`src/rtl/aurora_stripe_tx.sv`:
```
// Purpose: stripes whole router packets round-robin over NCH Aurora AXI-S channels through per-channel FWFT FIFOs.
// Latency: one cycle from an accepted input word to its appearance on TX_TDATA of the selected channel.
// Backpressure: D_BP is high while idle/selecting and in PKT when the selected FIFO is full; drops never stall.
module aurora_stripe_tx #(
    parameter int NCH   = 4,
    parameter int DW    = 64,
    parameter int DEPTH = 16
) (
    input  logic              CLK,
    input  logic              SYS_RST,
    input  logic [DW-1:0]     D,
    input  logic              D_VALID,
    input  logic              D_LAST,
    output logic              D_BP,
    input  logic [NCH-1:0]    CH_UP,
    output logic [NCH*DW-1:0] TX_TDATA,
    output logic [NCH-1:0]    TX_TVALID,
    output logic [NCH-1:0]    TX_TLAST,
    input  logic [NCH-1:0]    TX_TREADY,
    output logic              BUSY,
    output logic [15:0]       DROP_CNT
);

    localparam int AW = $clog2(DEPTH);
    localparam int CW = (NCH > 1) ? $clog2(NCH) : 1;
    localparam logic [AW:0]   CNT_FULL = (AW+1)'(DEPTH);
    localparam logic [CW-1:0] LAST_RST = CW'(NCH - 1);

    typedef enum logic [1:0] {S_IDLE, S_PKT, S_DROP} state_t;

    state_t        state_q, state_d;
    logic [CW-1:0] sel_q, sel_d;
    logic [CW-1:0] last_q, last_d;
    logic [15:0]   drop_q, drop_d;

    logic          found;
    logic [CW-1:0] pick;
    logic [CW-1:0] idx;
    logic [NCH-1:0] full_vec;
    logic          sel_up;
    logic          sel_full;
    logic          accept;
    logic          push;

    assign sel_up   = CH_UP[sel_q];
    assign sel_full = full_vec[sel_q];
    assign accept   = D_VALID && !D_BP;
    assign DROP_CNT = drop_q;

    // Round-robin search for the first up channel after the last one served.
    always_comb begin
        found = 1'b0;
        pick  = '0;
        idx   = '0;
        for (int i = 1; i <= NCH; i++) begin
            idx = CW'((int'(last_q) + i) % NCH);
            if (!found && CH_UP[idx]) begin
                found = 1'b1;
                pick  = idx;
            end
        end
    end

    // State register with control registers for selection, rotation and drop count.
    always_ff @(posedge CLK or posedge SYS_RST) begin
        if (SYS_RST) begin
            state_q <= S_IDLE;
            sel_q   <= '0;
            last_q  <= LAST_RST;
            drop_q  <= '0;
        end else begin
            state_q <= state_d;
            sel_q   <= sel_d;
            last_q  <= last_d;
            drop_q  <= drop_d;
        end
    end

    // Next-state logic: select, forward a packet, or swallow the rest of a dead one.
    always_comb begin
        state_d = state_q;
        sel_d   = sel_q;
        last_d  = last_q;
        drop_d  = drop_q;
        case (state_q)
            S_IDLE: begin
                if (found) begin
                    sel_d   = pick;
                    state_d = S_PKT;
                end
            end
            S_PKT: begin
                if (!sel_up) begin
                    // A last word arriving in the very cycle the link dies ends the
                    // aborted packet here; otherwise keep discarding until its end.
                    if (accept && D_LAST) begin
                        if (drop_q != 16'hFFFF) drop_d = drop_q + 16'd1;
                        last_d  = sel_q;
                        state_d = S_IDLE;
                    end else begin
                        state_d = S_DROP;
                    end
                end else if (accept && D_LAST) begin
                    last_d  = sel_q;
                    state_d = S_IDLE;
                end
            end
            S_DROP: begin
                if (accept && D_LAST) begin
                    if (drop_q != 16'hFFFF) drop_d = drop_q + 16'd1;
                    last_d  = sel_q;
                    state_d = S_IDLE;
                end
            end
            default: state_d = S_IDLE;
        endcase
    end

    // Outputs decoded from the current state: backpressure, FIFO push, busy flag.
    always_comb begin
        D_BP = 1'b1;
        push = 1'b0;
        BUSY = (state_q != S_IDLE);
        case (state_q)
            S_PKT: begin
                D_BP = sel_full;
                push = D_VALID && !sel_full && sel_up;
            end
            S_DROP:  D_BP = 1'b0;
            default: D_BP = 1'b1;
        endcase
    end

    for (genvar c = 0; c < NCH; c++) begin : g_ch
        logic [DW:0]   mem_q [DEPTH];
        logic [AW-1:0] wptr_q, rptr_q;
        logic [AW:0]   cnt_q;
        logic          push_c, pop_c;
        logic [DW:0]   head;

        assign push_c      = push && (sel_q == CW'(c));
        assign pop_c       = TX_TVALID[c] && TX_TREADY[c];
        assign head        = mem_q[rptr_q];
        assign full_vec[c] = (cnt_q == CNT_FULL);
        assign TX_TVALID[c] = (cnt_q != '0) && CH_UP[c];
        assign TX_TLAST[c]  = head[DW];
        assign TX_TDATA[c*DW +: DW] = head[DW-1:0];

        // Pointer and occupancy tracking; a down channel is held flushed.
        always_ff @(posedge CLK or posedge SYS_RST) begin
            if (SYS_RST) begin
                wptr_q <= '0;
                rptr_q <= '0;
                cnt_q  <= '0;
            end else if (!CH_UP[c]) begin
                wptr_q <= '0;
                rptr_q <= '0;
                cnt_q  <= '0;
            end else begin
                if (push_c) wptr_q <= wptr_q + AW'(1);
                if (pop_c)  rptr_q <= rptr_q + AW'(1);
                cnt_q <= cnt_q + (AW+1)'(push_c) - (AW+1)'(pop_c);
            end
        end

        // Storage array; contents are only meaningful below the occupancy count.
        always_ff @(posedge CLK) begin
            if (push_c) mem_q[wptr_q] <= {D_LAST, D};
        end
    end

endmodule

```
`config.mk`:
```
export PLATFORM = sky130hd
export DESIGN_NAME = aurora_stripe_tx
export DESIGN_NICKNAME = d
export VERILOG_FILES = /design/src/rtl/aurora_stripe_tx.sv
export SDC_FILE = /design/constraint.sdc
export NUM_CORES = 2
export LEC_CHECK = 0
export ABC_AREA = 1
export CAP_MARGIN = 5
export CORE_ASPECT_RATIO = 0.7
export CORE_MARGIN = 2
export CORE_UTILIZATION = 32
export CTS_BUF_LIST = sky130_fd_sc_hd__clkbuf_8
export CTS_CLUSTER_DIAMETER = 120
export DETAILED_ROUTE_END_ITERATION = 8
export SKIP_CTS_REPAIR_TIMING = 1
export SYNTH_ARGS = -nofsm -noshare
export SYNTH_HDL_FRONTEND = slang
export SYNTH_MEMORY_MAX_BITS = 65536
export SYNTH_SLANG_ARGS = --single-unit
export TNS_END_PERCENT = 1
```
`constraint.sdc`:
```
create_clock -name CLK -period 7.5 [get_ports CLK]
set_clock_uncertainty 0.15 [all_clocks]
set_input_delay 1.5 -clock CLK [delete_from_list [all_inputs] [get_ports CLK]]
set_output_delay 1.5 -clock CLK [all_outputs]
set_load 0.05 [all_outputs]
```
==> impl_results.md <==
* Status: finished, final reports clean
* Die width at 872 um
* Simple-gate share of the synthesized area at 3.48%
* EDFF count, synth at between 4,000 and 5,000
* PnR Total Power at 61.2 mW
* I/O pin count at ~360
* Synth top area cells: edfxtp_1 (74%), mux2i_1 (4.6%), o21ai_0 (4.5%), o211ai_1 (3.5%), a21oi_1 (2.5%)
* Synth Area in Adders at less than 1%
* Reg2Reg Launch Point: sel_q[0]
* WHS Endpoint: g_ch[3].mem_q[3][23]
* CP cell instances: buf_12, buf_4, o21ai_0, o22ai_1, a21oi_1, a22oi_1, clkdlybuf4s50_1
* Worst-Skew Late Latency at approximately 1.3 ns
* Final worst path period share at a little over 90%
* CTS Root Cell: clkbuf_8
* Final GP Congestion at 0.747
* Pin count of the biggest net entering global routing at 242
* Crit path max-delay family: buffers and inverters
* Reg2Reg Depth at 11
* Final Setup Violations at 0
* First-pass GRT wire length at between 600,000 and 700,000 um
* PortBufs at between 300 and 400
* Slew @ Worst Pin at 1.29 ns
* GRT Total Usage at 17.4%
* Pwr/cell area at roughly 320 nW/um^2
* Post-Syn Area at 169,000 um^2
* Post-synth top cells: edfxtp_1 (4,160), o21ai_0 (1,527), inv_1 (882)
* Setup crit end kind: output port
* Post-Synth XOR/XNOR Area at 0.192%
* Crit path max-delay cell type: clkdlybuf4s50_1
* Mapped Nets at 11,900
* Highest clock rate at 0.144 GHz
* # H-tree levels at 6
* Clk sinks at 4,234
* Arr. time, crit path at approximately 5.3 ns
* Util after Layout at 36.4%
* Max-slew headroom at the worst pin at 14.0%
* CP required at ~6 ns
* Reg clk slew, reported paths at 0.07 ns
* HPWL after DPL at 248,000 um
* Slowest Stage Delay on Critical Path at 0.90 ns
* Synth Area in Compound Gates at 12.0%
* Most frequent cell after synthesis: edfxtp_1
* Core area at 526,000 um^2
* Leak pwr at around 63 nW
* CTS tree: yes
* Drt first pass iters at 6
* Drt drc at 0
* # nets final at 12,300
* Antenna violation net count after detailed routing at 0
* Worst Path Buf+Inv at 3
* Grt ovf at 0
* Max cap viols at 0
* Worst-path maximum fanout at 189
* Row Count at 223
* Max Slew Vio Count at 0
* Ys flop type: edfxtp_1
* RSZ-0062 raised after global routing: false
* R2R Path End: g_ch[0].mem_q[11][63]
* Post-synth top area cell: edfxtp_1
* Hold WC Path Type: in -> reg
* YS warnings at 0
* Num CTS Buffers at 631
* Die height at 611 um
* CP Class: reg -> out
* Routed WL at 483,000 um
* Share of post-route cells with drive strength above 1 at under 10%
* Tmin final at 6.95 ns
* Number of DRC markers in iteration 0 at about 12,000
* Synth top area share at 74.1%
* Cell count after synthesis at 11,800
* Clk buf depth at 4
* Hold Startpoint: D[23]
* Reg2Reg Setup Slack at 3.65 ns
* Seq cells post-synth at roughly 4,200
* Library cells used by synthesis at between 40 and 50
* Layout Area Growth over Synthesis at 13.5%
* Mux cell area share after synthesis at 4.63%
* Initial antenna violation count at 51
* Largest family of logic cells by synthesized area: compound AO/OA/AOI/OAI gates
* Syn_area_per_cell at 14.3 um^2
* Worst hold path depth at 1
* Average wire per standard cell at 24.5 um
* Starting Density at between 30% and 40%
* Vias/cell at roughly 5.1
* Crit start category: flip-flop
* Vias at 100,000
* Synth async-reset ratio at 1.75%
* Sequential-to-total area share from yosys stat at 75.2%
* Vias in the first global route at 95,600
* VDD IR max at 333 uV
* Full die area at 533,000 um^2
* Hold Fails Final Rpt at 0
## cell usage in the layout (no fill, tap or decap), drive strengths merged, types with 72 or more instances in the layout
| master | count |
|---|---|
| clkinv | 209 |
| mux2i | 780 |
| dfrtp | 72 |
| nand2 | 386 |
| edfxtp | 4160 |
| inv | 1149 |
| o21ai | 1621 |
| o22ai | 314 |
| o211ai | 781 |
| nor2 | 692 |
| clkbuf | 639 |
| buf | 310 |
| clkdlybuf4s50 | 292 |
| a21oi | 830 |
| nand3 | 250 |
## per-stage QoR
stage	worst slack (ns)	hold WS, ns	area (um^2)	setup TNS (ns)	cells
floorplan	-0.106	0.343	169000	-158.36	11800
global route	0.277	0.282	191000	0	19700
global placement	1.81	0.377	180000	0	18600
CTS	0.450	0.224	191000	0	19700
finish	0.550	0.364	191000	0	19700
detailed placement	1.83	0.374	180000	0	18600
## logic make-up (layout without fill, tap and decap cells)
| group | count (synthesis) | count (layout) |
|---|---|---|
| flip-flops | 4234 | 4234 |
| AO/OA/AOI/OAI | 3566 | 3566 |
| buffers and inverters | 1694 | 2618 |
| AND/OR/NAND/NOR | 1415 | 1415 |
| multiplexers | 780 | 780 |
| adder cells (fa/ha/maj) | 53 | 53 |
| XOR/XNOR | 37 | 37 |
| other | 0 | 15 |
## metal layers
metal  vias to the layer above  track usage [%]  part of all wire (%)
met1                     50500             25.3                    44
met3                       645             3.77                   9.0
met2                      3990             26.4                    44
met4                        14             4.68                   2.5
li1                      45200                -                     -
met5                         -                0                 0.020
## report_power, final
part / switching, mW / total [mW] / internal, mW
Sequential: 0.376 / 26.6 / 26.2
Combinational: 12.0 / 17.3 / 5.25
Clock: 9.20 / 17.3 / 8.11
## flip-flops by register name, summed over array words and instances, names as in the netlist
| name | flops |
|---|---|
| g_ch.mem_q | 4160 |
| g_ch.cnt_q | 20 |
| DROP_CNT | 16 |
| g_ch.rptr_q | 16 |
| g_ch.wptr_q | 16 |
| last_q | 2 |
| sel_q | 2 |
| state_q | 2 |
## final cells by class
type | instances | area (um^2)
Antenna cell | 15 | 37.5
Clock buffer | 639 | 8790
Clock inverter | 480 | 2330
Fill cell | 49700 | 334000
Inverter | 897 | 3440
Multi-Input combinational cell | 5851 | 35300
Sequential cell | 4234 | 127000
Tap cell | 6975 | 8730
Timing Repair Buffer | 602 | 5960
## worst max-delay path by stage
stage / start / to / slack, ns / depth (start not counted)
final: g_ch[2].rptr_q[0] / TX_TDATA[185] / 0.55 / 7
after global routing: g_ch[2].rptr_q[0] / TX_TDATA[185] / 0.28 / 7
after CTS: g_ch[2].rptr_q[0] / TX_TDATA[185] / 0.45 / 7
after detailed placement: g_ch[2].rptr_q[0] / TX_TDATA[185] / 1.83 / 7
after global placement: g_ch[2].rptr_q[0] / TX_TDATA[185] / 1.81 / 7
after floorplan: CH_UP[1] / g_ch[1].mem_q[5][0] / -0.11 / 12
Power figures use the tool's default switching activity.
